--- config.mk ---
export PLATFORM = sky130hd
export DESIGN_NAME = alu_mc
export DESIGN_NICKNAME = d
export VERILOG_FILES = /design/src/rtl/alu_mc.sv
export SDC_FILE = /design/constraint.sdc
export NUM_CORES = 2
export LEC_CHECK = 0
export CAP_MARGIN = 20
export CORE_MARGIN = 5
export CORE_UTILIZATION = 40
export DETAILED_ROUTE_END_ITERATION = 12
export SLEW_MARGIN = 15
export SYNTH_ARGS = -nofsm -noshare
export SYNTH_HDL_FRONTEND = slang
export SYNTH_SLANG_ARGS = --single-unit
--- constraint.sdc ---
create_clock -name clk -period 7.87 [get_ports clk]
set_clock_uncertainty 0.1 [all_clocks]
set_input_delay 1.574 -clock clk [delete_from_list [all_inputs] [get_ports clk]]
set_output_delay 1.574 -clock clk [all_outputs]
set_load 0.01 [all_outputs]
--- src/rtl/alu_mc.sv ---
// alu_mc: multi-cycle ALU with single-cycle ops plus iterative unsigned multiply/divide.
// Results are held in output registers behind a valid/ready handshake.
module alu_mc #(
  parameter int WIDTH = 32
) (
  input  logic             clk,
  input  logic             reset,
  input  logic             in_valid_i,
  output logic             in_ready_o,
  input  logic [3:0]       op_i,
  input  logic [WIDTH-1:0] a_i,
  input  logic [WIDTH-1:0] b_i,
  output logic             out_valid_o,
  input  logic             out_ready_i,
  output logic [WIDTH-1:0] result_o,
  output logic [WIDTH-1:0] result_hi_o,
  output logic             div_by_zero_o
);
  localparam int SHAMT_W = $clog2(WIDTH);

  typedef enum logic [1:0] {IDLE, MUL, DIV, DONE} state_t;

  state_t               state_q, state_d;
  logic [SHAMT_W-1:0]   cnt_q, cnt_d;
  logic [2*WIDTH-1:0]   acc_q, acc_d;
  logic [WIDTH-1:0]     opnd_q, opnd_d, res_q, res_d, hi_q, hi_d;
  logic                 dbz_q, dbz_d;
  logic                 accept;
  logic [SHAMT_W-1:0]   sh;
  logic [WIDTH-1:0]     alu;
  logic [WIDTH:0]       mul_sum, div_sh, div_diff;
  logic [2*WIDTH-1:0]   step;

  assign in_ready_o    = !reset && (state_q == IDLE || (state_q == DONE && out_ready_i));
  assign accept        = in_valid_i && in_ready_o;
  assign out_valid_o   = state_q == DONE;
  assign result_o      = res_q;
  assign result_hi_o   = hi_q;
  assign div_by_zero_o = dbz_q;
  assign sh            = b_i[SHAMT_W-1:0];

  always_comb begin
    alu = '0;
    case (op_i)
      4'd0:    alu = a_i + b_i;
      4'd1:    alu = a_i - b_i;
      4'd2:    alu = a_i << sh;
      4'd3:    alu = a_i >> sh;
      4'd4:    alu = $unsigned($signed(a_i) >>> sh);
      4'd5:    alu = (a_i << sh) | (a_i >> (WIDTH - int'(sh)));
      4'd6:    alu = (a_i >> sh) | (a_i << (WIDTH - int'(sh)));
      4'd7:    alu = a_i & b_i;
      4'd8:    alu = a_i | b_i;
      4'd9:    alu = a_i ^ b_i;
      4'd10:   alu = ~(a_i | b_i);
      4'd11:   alu = {{(WIDTH-1){1'b0}}, $signed(a_i) < $signed(b_i)};
      4'd12:   alu = {{(WIDTH-1){1'b0}}, a_i < b_i};
      4'd15:   alu = ~a_i & b_i;
      default: alu = '0;
    endcase
  end

  // acc holds {partial product, multiplier} for MUL and {remainder, dividend/quotient} for DIV
  assign mul_sum  = {1'b0, acc_q[2*WIDTH-1:WIDTH]} + (acc_q[0] ? {1'b0, opnd_q} : '0);
  assign div_sh   = {acc_q[2*WIDTH-1:WIDTH], acc_q[WIDTH-1]};
  assign div_diff = div_sh - {1'b0, opnd_q};
  assign step     = state_q == MUL ? {mul_sum, acc_q[WIDTH-1:1]} :
                    div_diff[WIDTH] ? {div_sh[WIDTH-1:0], acc_q[WIDTH-2:0], 1'b0} :
                                      {div_diff[WIDTH-1:0], acc_q[WIDTH-2:0], 1'b1};

  always_comb begin
    state_d = state_q;
    cnt_d   = cnt_q;
    acc_d   = acc_q;
    opnd_d  = opnd_q;
    res_d   = res_q;
    hi_d    = hi_q;
    dbz_d   = dbz_q;
    case (state_q)
      MUL, DIV: begin
        acc_d = step;
        cnt_d = cnt_q - 1'b1;
        if (cnt_q == '0) begin
          state_d = DONE;
          res_d   = step[WIDTH-1:0];
          hi_d    = step[2*WIDTH-1:WIDTH];
          dbz_d   = 1'b0;
        end
      end
      DONE:    state_d = out_ready_i ? IDLE : DONE;
      default: state_d = state_q;
    endcase
    if (accept) begin
      if (op_i == 4'd13) begin
        state_d = MUL;
        cnt_d   = '1;
        acc_d   = {{WIDTH{1'b0}}, b_i};
        opnd_d  = a_i;
      end else if (op_i == 4'd14 && b_i != '0) begin
        state_d = DIV;
        cnt_d   = '1;
        acc_d   = {{WIDTH{1'b0}}, a_i};
        opnd_d  = b_i;
      end else begin
        state_d = DONE;
        res_d   = op_i == 4'd14 ? '1 : alu;
        hi_d    = op_i == 4'd14 ? a_i : '0;
        dbz_d   = op_i == 4'd14;
      end
    end
  end

  always_ff @(posedge clk or posedge reset) begin
    if (reset) begin
      state_q <= IDLE;
      cnt_q   <= '0;
      acc_q   <= '0;
      opnd_q  <= '0;
      res_q   <= '0;
      hi_q    <= '0;
      dbz_q   <= 1'b0;
    end else begin
      state_q <= state_d;
      cnt_q   <= cnt_d;
      acc_q   <= acc_d;
      opnd_q  <= opnd_d;
      res_q   <= res_d;
      hi_q    <= hi_d;
      dbz_q   <= dbz_d;
    end
  end
endmodule

==> flow_metrics.env <==
export IMPL_grt_pass1_wl_um=192000
export IMPL_io_buffers=138
export IMPL_place_ws_ns=1.30
export IMPL_period_minus_slack_ns=6.41
export IMPL_post_route_period_util=0.814
export IMPL_io_pins=139
export IMPL_cts_root_buffer="clkbuf_16"
export IMPL_ys_types=96
export IMPL_die_w_um=258
export IMPL_row_count=91
export IMPL_hold_path_depth=2
export IMPL_intPower_uw=3860
export IMPL_pwr_share_clk=0.111
export IMPL_routed_wl_um=135000
export IMPL_cts_sinks=168
export IMPL_slew_viol_final=0
export IMPL_drive_gt1_frac=0.0746
export IMPL_synth_top_area_share=0.170
export IMPL_reg2regPathDepth=14
export IMPL_grt_max_degree=102
export IMPL_switchingPower_uw=4330
export IMPL_ys_warn_count=0
export IMPL_cts_buffers=17
export IMPL_finalHoldViolCount=0
export IMPL_p_leak_uw=0.0111
export IMPL_hold_buffers=0
export IMPL_synth_area_leader_cell="dfrtp_1"
export IMPL_wire_per_inst_um=31.7
export IMPL_syn_num_nets=3727
export IMPL_worstPathArrival_ns=6.63
export IMPL_ys_seq_area_frac=0.170
export IMPL_dp_hpwl_um=101000
export IMPL_synth_seq_cells=168
export IMPL_area_growth_synth_to_final_pct=11.1
export IMPL_syn_area_per_cell_um2=7.10
export IMPL_cp_num_buf_inv=2
export IMPL_initial_core_util=0.402
export IMPL_worstPathMaxFanout=15
export IMPL_powerDensity_mw_per_mm2=298
export IMPL_synthFlopType="dfrtp_1"
export IMPL_synth_edff_count=0
export IMPL_clock_latency_ns=0.45
export IMPL_critPathLaunchType="primary input"
export IMPL_fin_tns_setup_ns=0
export IMPL_end_kind="flop"
export IMPL_sw_frac_of_total=0.529
export IMPL_synth_common_cells="nand2_1, o21ai_0, nor2_1, a21oi_1, clkbuf_1"
export IMPL_vdd_drop_max_mv=0.174
export IMPL_status="finished clean"
export IMPL_max_clock_path_buffers=2
export IMPL_clk_pin_slew_ns=0.09
export IMPL_cts_setup_buffers=0
export IMPL_rsz0062_at_grt="no"
export IMPL_crit_chain="clkdlybuf4s50_1 -> inv_1 -> ha_1 -> and3_1 -> nand2_1 -> nor3_1 -> a31oi_2 -> o41ai_2 -> nand3_1 -> o21ai_0 -> o221ai_1 -> a221oi_1 -> a21oi_1"
export IMPL_ys_top_cells_by_area="dfrtp_1, ha_1, mux2i_1, o21ai_0, a21oi_1"
export IMPL_cpMaxStageDelayCell="clkdlybuf4s50_1"
export IMPL_slew_headroom=0.131
export IMPL_coreArea_mm2=0.0614
export IMPL_route_vias_total=29200
export IMPL_worstMarginPinSlew_ns=1.30
export IMPL_setup_ws_ns=1.46
export IMPL_cp_num_cells=13
export IMPL_synth_area_mm2=0.0247
export IMPL_critical_path_class="in2reg"
export IMPL_max_freq_mhz=156
export IMPL_gp_congestion=1.14
export IMPL_die_y_um=258
export IMPL_worstPathRequired_ns=8.10
export IMPL_ant_nets=0
export IMPL_overflow=0
export IMPL_maxCapViolCount=0
export IMPL_cts_tree="yes"
export IMPL_dr_first_iter_drc_count=4168
export IMPL_yosysMostFrequentCell="nand2_1"
export IMPL_fp_dieArea_mm2=0.0668
export IMPL_setup_viol=0
export IMPL_seqPwrFrac=0.196
export IMPL_crit_path_max_incr_delay_ns=1.34
export IMPL_hold_class="reg2reg"
export IMPL_antenna_found_initial=11
export IMPL_grt_pass1_vias=27200
export IMPL_htree_levels=4
export IMPL_cpLargestDelayFamily="compound AO/OA/AOI/OAI gates"
export IMPL_via_per_inst=6.86
export IMPL_synth_cells=3476
export IMPL_dr_pass1_iters=7
export IMPL_nets=3698
export IMPL_ctsResizeCount=0
export IMPL_grt_use_total=0.383
export IMPL_drcViolationCount=0
export IMPL_postLayoutCoreUtil=0.447
export IMPL_ys_async_sr_fraction=1.00
export IMPL_comb_power_share=0.693
worst min-delay path, stage by stage, from the launching register on:
cell,delay (ns)
dfrtp_1,0.36
nand2_1,0.05
o21ai_0,0.06
layer usage:
metal,vias up,global-route usage,part of all wire
met5,-,0.00585,0.0013
met4,13,0.267,0.086
met3,475,0.104,0.12
met2,2035,0.561,0.42
met1,13900,0.488,0.38
li1,12800,-,-
cells by family after synthesis:
kind of cell,share of synthesized area
adder cells (fa/ha/maj),0.0919
AND/OR/NAND/NOR,0.191
AO/OA/AOI/OAI,0.343
flip-flops,0.170
XOR/XNOR,0.0277
buffers and inverters,0.0741
multiplexers,0.102
flip-flops by register name, indices dropped and copies added, names as in the netlist:
| register | cells |
|---|---|
| state_q | 2 |
| opnd_q | 32 |
| result_o | 32 |
| acc_q | 64 |
| result_hi_o | 32 |
| div_by_zero_o | 1 |
| cnt_q | 5 |
cell type report:
cell class,instances,area [µm²]
Timing Repair Buffer,253,2210
Inverter,161,609
Clock buffer,18,439
Clock inverter,14,183
Tap cell,790,988
Antenna cell,5,12.5
Multi-Input combinational cell,2846,18800
Fill cell,6350,33900
Sequential cell,168,4200
placed cells by master, fill, tap and decap left out, types with 19 or more instances in the layout:
master           Yosys  final
nand2_1            393    393
o21ai_0            328    328
nor2_1             314    307
a21oi_1            297    297
mux2i_1            189    189
ha_1               175    173
dfrtp_1            168    168
inv_1              157    155
clkdlybuf4s50_1      0    129
buf_4                6    114
a211oi_1            86     86
nand3_1             64     64
o22ai_1             56     56
nor3_1              55     54
o211ai_1            51     51
a21o_1              49     49
a32oi_1             49     49
mux2_2              47     47
and2_1              46     46
a31oi_1             46     46
a22oi_1             44     44
xnor2_1             41     38
xor2_1              37     36
o31ai_1             34     34
nand2b_1            31     31
nor2b_1             28     28
o21bai_1            24     24
nand4_1             23     23
o32ai_1             21     21
o221ai_1            19     19
power groups by stage:
stage,Sequential [µW],Clock [µW],Combinational [µW]
after floorplan,1490,0,3840
after global placement,1600,0,5500
after detailed placement,1600,0,5500
after CTS,1590,925,5540
after global routing,1640,960,6150
final,1600,911,5670
through the flow:
step / total power, µW / hold WS, ns / std cells / instance area [µm²]
5_1_grt: 8750 / 0.463 / 4250 / 27400
3_5_place_dp: 7100 / 0.396 / 4218 / 26800
2_1_floorplan: 5330 / 0.363 / 3476 / 24700
6_report: 8180 / 0.407 / 4255 / 27400
3_3_place_gp: 7100 / 0.390 / 4216 / 26800
4_1_cts: 8050 / 0.414 / 4250 / 27400
final timing paths:
path / from / endpoint / slack [ns]
min: opnd_q[0]$_DFFE_PP0P_ / opnd_q[0]$_DFFE_PP0P_ / 0.41
max: a_i[14] / result_o[27]$_DFF_PP0_ / 1.46
max reg2reg: acc_q[31]$_DFF_PP0_ / acc_q[63]$_DFF_PP0_ / 3.33
min in group asynchronous: reset / result_hi_o[2]$_DFF_PP0_ / 1.63
max in group asynchronous: reset / result_hi_o[5]$_DFF_PP0_ / 4.52
min reg2reg: opnd_q[0]$_DFFE_PP0P_ / opnd_q[0]$_DFFE_PP0P_ / 0.41
No activity file was read; power rests on OpenSTA's default activity.
